$ cat config.mk
export PLATFORM = sky130hd
export DESIGN_NAME = snake_game_ctrl
export DESIGN_NICKNAME = d
export VERILOG_FILES = /design/src/rtl/snake_game_ctrl.sv
export SDC_FILE = /design/constraint.sdc
export NUM_CORES = 1
export LEC_CHECK = 0
export BUFFER_PORTS_ARGS = -buffer_cell sky130_fd_sc_hd__buf_2
export CAP_MARGIN = 10
export CORE_UTILIZATION = 57
export DETAILED_ROUTE_END_ITERATION = 12
export GPL_TIMING_DRIVEN = 0
export PLACE_DENSITY = 0.75
export SETUP_SLACK_MARGIN = 0.1
export SYNTH_ARGS = -nofsm -noshare
export SYNTH_HDL_FRONTEND = slang
export SYNTH_SLANG_ARGS = --single-unit
export TNS_END_PERCENT = 100
$ cat constraint.sdc
create_clock -name clk -period 4.7 [get_ports clk]
set_input_delay 0.47 -clock clk [delete_from_list [all_inputs] [get_ports clk]]
set_output_delay 0.47 -clock clk [all_outputs]
set_load 0.1 [all_outputs]
$ cat src/rtl/snake_game_ctrl.sv
// snake_game_ctrl
//   Game sequencer between the input debouncers and the snake playfield.
//   It turns button pulses into one-cycle start/step strobes and a direction
//   that stays stable for a whole step period. It also provides a free-running
//   apple seed and a step period that shortens as play goes on.
//
//   Optional feature macro: SNAKE_PAUSE_EN
//     defined   : btn_pause toggles RUN <-> PAUSE
//     undefined : btn_pause is ignored and PAUSE is never entered
//
// Ports
//   clk           clock
//   rst           synchronous, active-high reset
//   btn_start     pulse, begin a new game (also restarts a running game)
//   btn_dir_valid pulse, btn_dir carries a direction request
//   btn_dir       0 up, 1 right, 2 down, 3 left
//   btn_pause     pulse, toggle pause (SNAKE_PAUSE_EN builds only)
//   snake_alive   playfield alive flag (combinational from the field)
//   start         one-cycle playfield init strobe
//   step          one-cycle playfield advance strobe
//   snake_dir     direction presented to the playfield
//   seed          apple seed, low SBITS of the LFSR
//   game_state    0 IDLE, 1 INIT, 2 RUN, 3 PAUSE, 4 OVER
//   step_count    steps issued this game, saturating
//
// State  | meaning
// IDLE   | after reset, waiting for btn_start
// INIT   | single cycle, start strobe, counters cleared
// RUN    | counting ticks, issuing steps, watching snake_alive
// PAUSE  | tick counter held, no steps
// OVER   | snake died, outputs frozen until btn_start
module snake_game_ctrl #(
    parameter int unsigned TICKS_INIT    = 25000000,
    parameter int unsigned TICKS_MIN     = 5000000,
    parameter int unsigned TICKS_DEC     = 1000000,
    parameter int unsigned SPEEDUP_STEPS = 16,
    parameter int unsigned SBITS         = 7
) (
    input  logic             clk,
    input  logic             rst,
    input  logic             btn_start,
    input  logic             btn_dir_valid,
    input  logic [1:0]       btn_dir,
    input  logic             btn_pause,
    input  logic             snake_alive,
    output logic             start,
    output logic             step,
    output logic [1:0]       snake_dir,
    output logic [SBITS-1:0] seed,
    output logic [2:0]       game_state,
    output logic [15:0]      step_count
);

    typedef enum logic [2:0] {
        S_IDLE  = 3'd0,
        S_INIT  = 3'd1,
        S_RUN   = 3'd2,
        S_PAUSE = 3'd3,
        S_OVER  = 3'd4
    } state_t;

    localparam logic [31:0] P_INIT   = 32'(TICKS_INIT);
    localparam logic [31:0] P_MIN    = 32'(TICKS_MIN);
    localparam logic [31:0] P_DEC    = 32'(TICKS_DEC);
    localparam logic [31:0] SPD_LAST = 32'(SPEEDUP_STEPS - 1);
    localparam logic [15:0] LFSR_SEED = 16'hACE1;
    localparam logic [15:0] LFSR_TAPS = 16'hB400;
    localparam logic [1:0]  DIR_RIGHT = 2'd1;

    state_t      state;
    state_t      state_nxt;
    logic [31:0] tick_cnt;
    logic [31:0] period;
    logic [31:0] period_dec;
    logic [31:0] spd_cnt;
    logic [15:0] lfsr;
    logic [15:0] step_cnt;
    logic [1:0]  pend_dir;
    logic [1:0]  dir_q;
    logic        first_run;
    logic        tick_hit;
    logic        death;
    logic        step_int;

`ifndef SNAKE_PAUSE_EN
    logic unused_btn_pause;
    assign unused_btn_pause = btn_pause;
`endif

    // The field is still settling from the start strobe during the first RUN
    // cycle, so its alive flag is not trusted there.
    assign tick_hit = (tick_cnt == period - 32'd1);
    assign death    = (state == S_RUN) && !first_run && !snake_alive;
    assign step_int = (state == S_RUN) && tick_hit && !death;

    // Clamp before subtracting so the period can never wrap below TICKS_MIN.
    assign period_dec = (period >= P_MIN + P_DEC) ? (period - P_DEC) : P_MIN;

    always_comb begin
        state_nxt = state;
        case (state)
            S_IDLE: begin
                if (btn_start) state_nxt = S_INIT;
            end
            S_INIT: begin
                state_nxt = S_RUN;
            end
            S_RUN: begin
                if (btn_start)  state_nxt = S_INIT;
                else if (death) state_nxt = S_OVER;
`ifdef SNAKE_PAUSE_EN
                else if (btn_pause) state_nxt = S_PAUSE;
`endif
            end
`ifdef SNAKE_PAUSE_EN
            S_PAUSE: begin
                if (btn_start)      state_nxt = S_INIT;
                else if (btn_pause) state_nxt = S_RUN;
            end
`endif
            S_OVER: begin
                if (btn_start) state_nxt = S_INIT;
            end
            default: state_nxt = S_IDLE;
        endcase
    end

    always_ff @(posedge clk) begin
        if (rst) begin
            state     <= S_IDLE;
            tick_cnt  <= '0;
            period    <= P_INIT;
            spd_cnt   <= '0;
            lfsr      <= LFSR_SEED;
            step_cnt  <= '0;
            pend_dir  <= DIR_RIGHT;
            dir_q     <= DIR_RIGHT;
            first_run <= 1'b0;
        end else begin
            state <= state_nxt;
            lfsr  <= {1'b0, lfsr[15:1]} ^ (lfsr[0] ? LFSR_TAPS : 16'h0000);

            if (btn_dir_valid && state != S_INIT) pend_dir <= btn_dir;

            // The direction only moves right after a step, so the field sees
            // one heading for the whole period.
            if (state == S_INIT)  dir_q <= DIR_RIGHT;
            else if (step_int)    dir_q <= pend_dir;

            case (state)
                S_INIT: begin
                    tick_cnt  <= '0;
                    period    <= P_INIT;
                    spd_cnt   <= '0;
                    step_cnt  <= '0;
                    first_run <= 1'b1;
                end
                S_RUN: begin
                    first_run <= 1'b0;
                    if (step_int) begin
                        tick_cnt <= '0;
                        if (step_cnt != 16'hFFFF) step_cnt <= step_cnt + 16'd1;
                        if (spd_cnt == SPD_LAST) begin
                            spd_cnt <= '0;
                            period  <= period_dec;
                        end else begin
                            spd_cnt <= spd_cnt + 32'd1;
                        end
                    end else begin
                        tick_cnt <= tick_cnt + 32'd1;
                    end
                end
                default: ;
            endcase
        end
    end

    assign start      = (state == S_INIT);
    assign step       = step_int;
    assign snake_dir  = dir_q;
    assign seed       = lfsr[SBITS-1:0];
    assign game_state = state;
    assign step_count = step_cnt;

endmodule

== Yosys cells after proc, flatten, opt, wreduce, memory -nomap -nowiden ==
Cells that the tools add are included.
W data, S select, Z words.
Storage, ports and cells
  word-level logic and storage cells: 62
  output and inout port bits: 30
  register bits after elaboration: 136
  bits of input ports: 8
Operators by class
  add/sub/neg operators: 5
  bitwise operators: 1
  multiplexer cells: 18
  magnitude comparators: 1
  eq/ne operators: 12
  reductions and logical operators: 16
Operators by type and width (number)
  $mux W32: 6
  $pmux W32 S2: 3
  $add A32 B1 Y32 const B: 2
  $mux W16: 3
  $eq A32 B32 Y1: 1
  $eq A32 B4 Y1 const B: 1
  $ge A32 B23 Y1 const B: 1
  $pmux W16 S2: 1
  $sub A32 B1 Y32 const B: 1
  $sub A32 B20 Y32 const B: 1
  $add A16 B1 Y16 const B: 1
  $ne A16 B16 Y1 const B: 1
  $xor A15 B16 Y16: 1
  $mux W3: 3
  $pmux W3 S3: 1
  $ne A2 B1 Y1 const B: 3
  $reduce_and A3 Y1: 2
  $logic_and A1 B1 Y1: 5
  $reduce_and A2 Y1: 2
  $reduce_or A2 Y1: 2
  $eq A3 B1 Y1 const B: 1
  $eq A3 B2 Y1 const B: 1
  $eq A3 B3 Y1 const B: 1
  $logic_not A1 Y1: 3
  6 further kinds: 6

== Longest topological paths before layout ==
Gate-level depths: netlist (run 1).
  word-level depth: 7
  depth in mapped cells: 16
  depth with buffers taken out: 12

== Worst setup path after synthesis (run 1) ==
Ideal clock, no wire load.
  path kind: register -> register
  start point: register state[1] (netlist: game_state[1])
  end point: register spd_cnt[24]
  required time: 4630 ps
  setup time: 70 ps
  setup slack: 688 ps
  path buffers: 0
  data arrival time: 3942 ps
  period minus slack after synthesis: 4012 ps
  stages on the path, launching flop included: 10
  cells stage by stage: dfxtp_1 -> nand3b_1 -> or4_1 -> or4_1 -> nor4_1 -> nand4_2 -> inv_2 -> nor2_1 -> or4_1 -> a21oi_1
Between the ends
  word-level cells in the longest chain between the ends: 7
  elaborated cells between the ends (all ways): 11
  those cells by class: eq/ne (3); mux (1); reduce/logical (7)
RTL lines
  from (decl): RTL line 70  | state_t state;
  from (signal assigned): RTL line 140  | state <= state_nxt;
  $eq A3 B2 Y1 *: RTL line 93, 94
  $logic_and A1 B1 Y1 (2 in a row): RTL line 93  | assign death = (state == S_RUN) && !first_run && !snake_alive;
  $logic_not A1 Y1: RTL line 94  | assign step_int = (state == S_RUN) && tick_hit && !death;
  $logic_and A1 B1 Y1 *: RTL line 94
  named net step: RTL line 47  | output logic step,
  $ne A2 B2 Y1 (no line) *
  $reduce_and A2 Y1 (no line) *
  to (signal assigned): RTL line 167  | spd_cnt <= spd_cnt + 32'd1;
  to (decl): RTL line 75  | logic [31:0] spd_cnt;
Mark *: on every way through the listed nets, which the timed path passes. The rest lies on a longest branch.
A chain may end at the register's enable or synchronous reset.

== Worst setup path in the final report (run 1) ==
  start point: register period[6]
  end point: output step
Between the ends
  word-level cells in the longest chain between the ends: 4
RTL lines
  from (decl): RTL line 73  | logic [31:0] period;
  from (signal assigned): RTL line 165  | period <= period_dec;
  $sub A32 B1 Y32: RTL line 92  | assign tick_hit = (tick_cnt == period - 32'd1);
  $eq A32 B32 Y1: RTL line 92
  $logic_and A1 B1 Y1 (2 in a row): RTL line 94
  to (decl): RTL line 47
No other way between the ends.

==> summary.txt, run 1 <==
final hold violation count: 0
Syn Nets: 950
Crit path arrival time: 3.94 ns
number of standard cells after synthesis: 936
vias after detailed routing: 7142
clock skew after layout: 0.01045 ns
share of power burned in registers: 0.410
initial core utilization: 0.5846
net switching power: 656.8 µW
endpoint type of the worst setup path: primary output
Leakage Power: 2.992 nW
critical path capture point: step
combined buffer and inverter count along the critical path: 5
total standard cell area after synthesis: 7347 µm²
quantity of I/O buffers inserted on ports: 36
R2R depth: 15
number of synthesis warnings: 0
share of cells above drive strength 1: 0.1215
number of vias per cell: 6.073
most frequent cells in the layout: sky130_fd_sc_hd__dfxtp_1 (130), sky130_fd_sc_hd__nor2_1 (83), sky130_fd_sc_hd__nand2_1 (76)
DP HPWL: 13830 µm
power density of the placed cells: 327.1 nW/µm²
Post-Syn Area per Cell: 7.849 µm²
share of synthesized area occupied by flip-flops and latches: 0.3542
r2r setup slk: 0.31 ns
category of cells accounting for the largest share of critical-path delay: simple AND/OR/NAND/NOR gates
Max-Cap Viols: 0
Congestion Overflow GR: 0
delay contributed by the slowest stage of the critical path: 0.41 ns
horizontal die dimension: 115.5 µm
nature of the critical path startpoint: register
Worst-Margin Slew: 0.8157 ns
total wirelength of the detailed-routed design: 19990 µm
depth of the critical timing path with buffers and inverters included: 12
worst slew margin relative to its limit: 0.4520
final critical path time including I/O delays and setup: 4.411 ns
sinks on the clock net: 130
post-DR wirelength/cell: 17.00 µm
Antenna Nets Post-Route: 0
switching part of the total power: 0.2387
global-route usage over all layers: 0.3109
leading register cell type out of synthesis: sky130_fd_sc_hd__dfxtp_1
Tightest Hold Check Type: input port to register
total setup violations reported at the end of the flow: 0
synth-to-layout area growth: 14.51%
status: completed
fraction of power consumed by combinational cells: 0.064
total of flip-flops plus latches after synthesis: 130
Slowest cell on crit path: sky130_fd_sc_hd__nand4_2
routability congestion estimate from global placement: 0.9140
Worst Setup SP: period[6]$_SDFFE_PP1P_
wire length of the first global-routing pass: 32080 µm
FFs w/ async S/R, synth: 0
DRC violations left: 0
Root Buffer Master: sky130_fd_sc_hd__clkbuf_16
post-route fraction of the period consumed by the critical path: 0.9385
1st-pass router iterations: 8
Max Buffers Root-to-Sink: 2
Die Footprint: 13350 µm²
Post-CTS Hold Buffers: 0
clock power share: 0.526
count of distinct cell types in the synthesized netlist: 66
initial antenna violation count: 0
worst flop-to-flop path endpoint: spd_cnt[1]$_SDFFE_PP0P_
Critical Path, Cell by Cell: clkbuf_2 > inv_1 > ha_1 > clkbuf_1 > nor4b_2 > nand4b_1 > o31ai_1 > nand2_1 > nor4_1 > nand4_2 > inv_2 > clkbuf_4
Setup Buffers After CTS: 0
TritonCTS clock tree: built
number of top-level pins: 38
critical path type: register to primary output
Skew-Pair Late Insertion Delay: 0.43 ns
final-report max-slew violation count: 0
RR Startpoint: period[6]$_SDFFE_PP1P_
hold path cells: 2
Design Power: 2.752 mW
number of nets in the final layout: 1005
most common cell after layout, fill and taps aside: sky130_fd_sc_hd__dfxtp_1
height of the die: 115.5 µm
largest net degree at the start of global routing: 17
unrepaired setup endpoints after global routing: yes
design internal power: 2.095 mW
required time of the worst setup path: 4.23 ns
number of buffers added by the clock tree synthesis step: 17
via count of the first global-routing pass: 6415
initial drt markers: 583
IR drop worst, VDD: 0.2852 mV
number of H-tree levels: 4
clock-pin transition on the worst setup and hold timing paths: 0.06 ns
fmax: 0.2267 GHz
core outline area: 12570 µm²
antenna fix cells: 0
number of gates resized after CTS: 0
Post-Route Setup TNS: 0 ns
number of enable-type register cells in the synthesized netlist: 0
critical path fanouts, max: 10
std cell rows: 41
[how the worst min path moves through the flow]
stage                                             to                start  slack (ns)
after global routing      game_state[2]$_SDFFE_PP0P_            btn_start        0.26
after floorplan                  lfsr[11]$_SDFF_PP1_  lfsr[12]$_SDFF_PP0_        0.39
after CTS                 game_state[2]$_SDFFE_PP0P_            btn_start        0.25
after detailed placement         lfsr[11]$_SDFF_PP1_  lfsr[12]$_SDFF_PP0_        0.39
after global placement            lfsr[6]$_SDFF_PP1_   lfsr[7]$_SDFF_PP1_        0.39
final                     game_state[2]$_SDFFE_PP0P_            btn_start        0.27
[sequential cells by signal, indices dropped and copies added, names as in the netlist]
register,flops
first_run,1
game_state,3
lfsr,16
pend_dir,2
period,26
snake_dir,2
spd_cnt,32
step_count,16
tick_cnt,32
[cell families (layout without fill, tap and decap cells)]
| logic type | after synthesis | in the layout | share of synthesized area |
|---|---|---|---|
| AND/OR/NAND/NOR | 414 | 414 | 0.3018 |
| AO/OA/AOI/OAI | 222 | 222 | 0.1943 |
| flip-flops | 130 | 130 | 0.3542 |
| buffers and inverters | 96 | 164 | 0.05722 |
| XOR/XNOR | 61 | 61 | 0.07272 |
| multiplexers | 7 | 7 | 0.009537 |
| adder cells (fa/ha/maj) | 6 | 6 | 0.01022 |
[power groups by stage]
stage | logic (mW) | registers, mW | clock network [mW]
finish | 0.176 | 1.13 | 1.45
global route | 0.189 | 1.13 | 1.51
CTS | 0.173 | 1.13 | 1.46
detailed placement | 0.171 | 1.15 | 0
global placement | 0.170 | 1.15 | 0
floorplan | 0.119 | 1.16 | 0
[Yosys cell counts, types with 3 or more instances]
library cell                instances  share of area
sky130_fd_sc_hd__a211o_1            3         0.0036
sky130_fd_sc_hd__a211oi_1          12          0.012
sky130_fd_sc_hd__a21o_1            15          0.015
sky130_fd_sc_hd__a21oi_1           53          0.036
sky130_fd_sc_hd__a21oi_2            3         0.0036
sky130_fd_sc_hd__a221o_1            6         0.0082
sky130_fd_sc_hd__a22o_1             6         0.0072
sky130_fd_sc_hd__a31oi_1            8         0.0068
sky130_fd_sc_hd__and2_1             9         0.0077
sky130_fd_sc_hd__and3_1            20          0.017
sky130_fd_sc_hd__and4_1             5         0.0060
sky130_fd_sc_hd__buf_2              7         0.0048
sky130_fd_sc_hd__buf_4              9         0.0092
sky130_fd_sc_hd__clkbuf_1          44          0.022
sky130_fd_sc_hd__dfxtp_1          130           0.35
sky130_fd_sc_hd__ha_1               6          0.010
sky130_fd_sc_hd__inv_1             31          0.016
sky130_fd_sc_hd__mux2i_1            7         0.0095
sky130_fd_sc_hd__nand2_1           76          0.039
sky130_fd_sc_hd__nand2b_1          15          0.013
sky130_fd_sc_hd__nand3_1           41          0.028
sky130_fd_sc_hd__nand3b_1           4         0.0041
sky130_fd_sc_hd__nand4_1            9         0.0077
sky130_fd_sc_hd__nor2_1            84          0.043
sky130_fd_sc_hd__nor2b_1            9         0.0077
sky130_fd_sc_hd__nor3_1            28          0.019
sky130_fd_sc_hd__nor3b_1            4         0.0041
sky130_fd_sc_hd__nor4_1            29          0.025
sky130_fd_sc_hd__nor4b_1            3         0.0036
sky130_fd_sc_hd__o2111ai_1          6         0.0072
sky130_fd_sc_hd__o211a_1            3         0.0041
sky130_fd_sc_hd__o211ai_1           4         0.0041
sky130_fd_sc_hd__o21a_1             6         0.0061
sky130_fd_sc_hd__o21ai_0           67          0.046
sky130_fd_sc_hd__o31ai_1           11          0.011
sky130_fd_sc_hd__or2_2             16          0.014
sky130_fd_sc_hd__or3_1             31          0.026
sky130_fd_sc_hd__or4_1             19          0.019
sky130_fd_sc_hd__xnor2_1           45          0.054
sky130_fd_sc_hd__xor2_1            16          0.019
[per-layer routing]
layer / track usage / share of wire / vias up
li1: - / - / 3487
met1: 0.3993 / 0.44 / 3340
met2: 0.5126 / 0.47 / 272
met3: 0.07113 / 0.070 / 43
met4: 0.1074 / 0.019 / 0
met5: 0 / 0 / -
[area by class of cell]
type	count	area (µm²)
Buffer	64	300.3
Clock buffer	20	466.7
Clock inverter	12	177.7
Fill cell	1106	4155
Inverter	32	120.1
Multi-Input combinational cell	710	4348
Sequential cell	130	2603
Tap cell	172	215.2
Timing Repair Buffer	36	182.7
[worst reg2reg max path, delay by kind of cell, from the launching register on]
kind	cells	cell delay, ns
AND/OR/NAND/NOR	8	2.39
flip-flops	1	0.29
buffers and inverters	5	1.17
multiplexers	1	0.24
adder cells (fa/ha/maj)	1	0.15
[through the flow]
| step | std cells | setup WS (ns) | hold slack (ns) | utilization | instance area (µm²) |
|---|---|---|---|---|---|
| 4_1_cts | 1176 | 0.1275 | 0.2544 | 0.6673 | 8387 |
| 5_1_grt | 1176 | 0.06855 | 0.2550 | 0.6694 | 8413 |
| 3_3_place_gp | 1144 | 0.3506 | 0.3925 | 0.6160 | 7742 |
| 6_report | 1176 | 0.2889 | 0.2674 | 0.6694 | 8413 |
| 3_5_place_dp | 1144 | 0.4225 | 0.3937 | 0.6160 | 7742 |
| 2_1_floorplan | 936 | 0.6879 | 0.3895 | - | 7347 |
Power figures use the tool's default switching activity.
==> run 2, diff against run 1 <==
--- a/config.mk
+++ b/config.mk
@@ -5,6 +5,7 @@
 export SDC_FILE = /design/constraint.sdc
 export NUM_CORES = 1
 export LEC_CHECK = 0
+export ABC_AREA = 1
 export BUFFER_PORTS_ARGS = -buffer_cell sky130_fd_sc_hd__buf_2
 export CAP_MARGIN = 10
 export CORE_UTILIZATION = 57
==> summary.txt, run 2 <==
total setup violations reported at the end of the flow: 0 (unchanged)
number of standard cells after synthesis: 1462 (+56%)
Max-Cap Viols: 0 (unchanged)
share of cells above drive strength 1: 0.09876 (-0.02276)
Max Buffers Root-to-Sink: 2 (unchanged)
number of buffers added by the clock tree synthesis step: 17 (unchanged)
cell type with the largest total area after synthesis: sky130_fd_sc_hd__dfxtp_1
count of distinct cell types in the synthesized netlist: 39 (-41%)
multi-input logic area: 5446 µm² (+25%)
number of enable-type register cells in the synthesized netlist: 0 (unchanged)
cell mode on critical path: sky130_fd_sc_hd__nand2_1
total of flip-flops plus latches after synthesis: 130 (unchanged)
vias after detailed routing: 9526 (+33%)
Post-Syn Area per Cell: 6.105 µm² (-22%)
unrepaired setup endpoints after global routing: no
Slowest cell on crit path: sky130_fd_sc_hd__buf_2
Design Power: 2.926 mW (+6.3%)
top-count cell post-synth: sky130_fd_sc_hd__nand2_1
synth-to-layout area growth: 11.52%
most frequent cells in the layout: sky130_fd_sc_hd__nand2_1 (400), sky130_fd_sc_hd__nor2_1 (233), sky130_fd_sc_hd__inv_1 (137)
critical path fanouts, max: 9 (-1)
final critical path time including I/O delays and setup: 3.750 ns (-0.6610 ns)
worst slew margin relative to its limit: 0.4818 (+0.02977)
Post-CTS Hold Buffers: 0 (unchanged)
number of gates resized after CTS: 0 (unchanged)
Crit path arrival time: 3.28 ns (-0.66 ns)
most common cell after layout, fill and taps aside: sky130_fd_sc_hd__nand2_1
worst flop-to-flop path endpoint: step_count[8]$_SDFFE_PP0P_
sinks on the clock net: 130 (unchanged)
Antenna Nets Post-Route: 0 (unchanged)
Congestion Overflow GR: 0 (unchanged)
status: completed
initial core utilization: 0.5849 (about the same)
fmax: 0.2667 GHz (+18%)
nature of the critical path startpoint: register
R2R depth: 10 (-5)
wire length of the first global-routing pass: 42890 µm (+34%)
hold path cells: 3 (+1)
final-report max-slew violation count: 0 (unchanged)
core outline area: 15260 µm² (+21%)
1st-pass router iterations: 6 (-2)
largest net degree at the start of global routing: 17 (unchanged)
Post-Route Setup TNS: 0 ns (unchanged)
number of nets in the final layout: 1530 (+52%)
leading register cell type out of synthesis: sky130_fd_sc_hd__dfxtp_1
DRC violations left: 0 (unchanged)
Leakage Power: 4.041 nW (+35%)
Storage cell area: 2603 µm² (unchanged)
global-route usage over all layers: 0.3384 (+0.02752)
post-synth top area share: 0.2916 (-0.06262)
std cell rows: 45 (+9.8%)
Syn Nets: 1476 (+55%)
final hold violation count: 0 (unchanged)
RR Startpoint: game_state[1]$_SDFFE_PP0P_
height of the die: 127.1 µm (+10%)
TritonCTS clock tree: built
hold_sp: btn_dir[0]
share of synthesized area occupied by flip-flops and latches: 0.2916 (-0.06262)
number of synthesis warnings: 0 (unchanged)
initial drt markers: 928 (+59%)
post-route fraction of the period consumed by the critical path: 0.7979 (-0.1406)
Critical Path, Cell by Cell: inv_1 > ha_1 > nand2_1 > nor2_4 > nand2_1 > nor2_1 > nand2_1 > nand3_1 > nand2_2 > nor2_2 > nand3_2 > nor2_4 > buf_2
via count of the first global-routing pass: 8448 (+32%)
Skew-Pair Late Insertion Delay: 0.44 ns (about the same)
power density of the placed cells: 294.0 nW/µm² (-10%)
Post-synth top cells: sky130_fd_sc_hd__nand2_1 (400), sky130_fd_sc_hd__nor2_1 (233), sky130_fd_sc_hd__inv_1 (137)
total standard cell area after synthesis: 8925 µm² (+21%)
Die Footprint: 16160 µm² (+21%)
number of H-tree levels: 4 (unchanged)
initial antenna violation count: 0 (unchanged)
Worst-Margin Slew: 0.7773 ns (-0.03837 ns)
number of top-level pins: 38 (unchanged)
Root Buffer Master: sky130_fd_sc_hd__clkbuf_16
routability congestion estimate from global placement: 0.9696 (+6.1%)
Tightest Hold Check Type: input port to register
filler instances: 1475 (+33%)
critical path type: register to primary output
IR drop worst, VDD: 0.3479 mV (+22%)
main area contributors after synthesis: sky130_fd_sc_hd__dfxtp_1 (29%), sky130_fd_sc_hd__nand2_1 (17%), sky130_fd_sc_hd__nor2_1 (9.8%)
number of vias per cell: 5.475 (-9.9%)
antenna fix cells: 0 (unchanged)
total wirelength of the detailed-routed design: 26580 µm (+33%)
delay contributed by the slowest stage of the critical path: 0.49 ns (+0.08 ns)
DP HPWL: 20080 µm (+45%)
quantity of I/O buffers inserted on ports: 35 (-2.8%)
top flop regs: spd_cnt (32), tick_cnt (32), period (26)
required time of the worst setup path: 4.23 ns (about the same)
endpoint type of the worst setup path: primary output
post-DR wirelength/cell: 15.28 µm (-10%)
clock skew after layout: 0.007489 ns (-0.002959 ns)
FFs w/ async S/R, synth: 0 (unchanged)
horizontal die dimension: 127.1 µm (+10%)
r2r setup slk: 1.29 ns (+0.98 ns)
Setup Buffers After CTS: 0 (unchanged)
clock-pin transition on the worst setup and hold timing paths: 0.07 ns (about the same)
destination of the worst hold path: pend_dir[0]$_SDFFE_PP1P_
## run 2: changes by cell type in the layout (fill, tap and decap cells not counted), moves of 22 or more
cell,before,now
sky130_fd_sc_hd__nand3_1,41,120
sky130_fd_sc_hd__or3_1,31,0
sky130_fd_sc_hd__inv_1,31,137
sky130_fd_sc_hd__xor2_1,16,60
sky130_fd_sc_hd__nor2_1,83,233
sky130_fd_sc_hd__a21oi_1,53,79
sky130_fd_sc_hd__nand2_1,76,400
sky130_fd_sc_hd__o21ai_0,67,30
sky130_fd_sc_hd__nand4_1,9,31
## run 2: kinds of logic (layout without fill, tap and decap cells)
kind of cell             after synthesis  after routing  synth area share
AND/OR/NAND/NOR                      895            895            0.4350
buffers and inverters                212            279           0.09870
AO/OA/AOI/OAI                        134            134           0.08285
flip-flops                           130            130            0.2916
XOR/XNOR                              85             85           0.08341
adder cells (fa/ha/maj)                6              6          0.008411
## run 2: power breakdown
part,internal [mW],switching [mW]
clock,0.751,0.589
combinational,0.114,0.302
sequential,1.14,0.0340
total,2.00,0.925
## run 2: worst max-delay path by stage
stage	slack, ns	startpoint	end
3_3_place_gp	1.37	game_state[1]$_SDFFE_PP0P_	step_count[8]$_SDFFE_PP0P_
4_1_cts	0.97	period[6]$_SDFFE_PP1P_	step
3_5_place_dp	1.36	game_state[1]$_SDFFE_PP0P_	step_count[8]$_SDFFE_PP0P_
6_report	0.95	period[6]$_SDFFE_PP1P_	step
2_1_floorplan	0.71	game_state[0]$_SDFFE_PP0P_	step_count[6]$_SDFFE_PP0P_
5_1_grt	0.70	period[6]$_SDFFE_PP1P_	step
## run 2: per-stage QoR
stage / instance area [µm²] / utilization / cells / hold slack [ns] / setup slack, ns
final: 9953 / 0.6523 / 1740 / 0.2446 / 0.9500
after global routing: 9953 / 0.6523 / 1740 / 0.2544 / 0.7011
after CTS: 9953 / 0.6523 / 1740 / 0.2415 / 0.9697
after detailed placement: 9369 / 0.6140 / 1708 / 0.3988 / 1.362
after global placement: 9369 / 0.6140 / 1708 / 0.3894 / 1.369
after floorplan: 8930 / - / 1462 / 0.3883 / 0.7074
## run 2: layer usage
metal,routed length [µm],track usage,vias up,share of wire
li1,-,-,4768,-
met1,12250,0.4743,4302,0.46
met2,11360,0.5181,398,0.43
met3,2273,0.06240,58,0.086
met4,699,0.1218,0,0.026
met5,0,0,-,0
## run 2: area by class of cell
class,count,area share
Buffer,67,0.03382
Clock buffer,17,0.04274
Clock inverter,15,0.01596
Inverter,145,0.05468
Multi-Input combinational cell,1120,0.5472
Sequential cell,130,0.2615
Tap cell,211,0.02652
Timing Repair Buffer,35,0.01760
## run 2: worst max-delay path: cells and delay by family, from the launching register on
kind                       cells  cell delay [ns]
adders and majority gates      1             0.23
buffers and inverters          2             0.67
DFF                            1             0.37
and+or+nand+nor               10             1.56
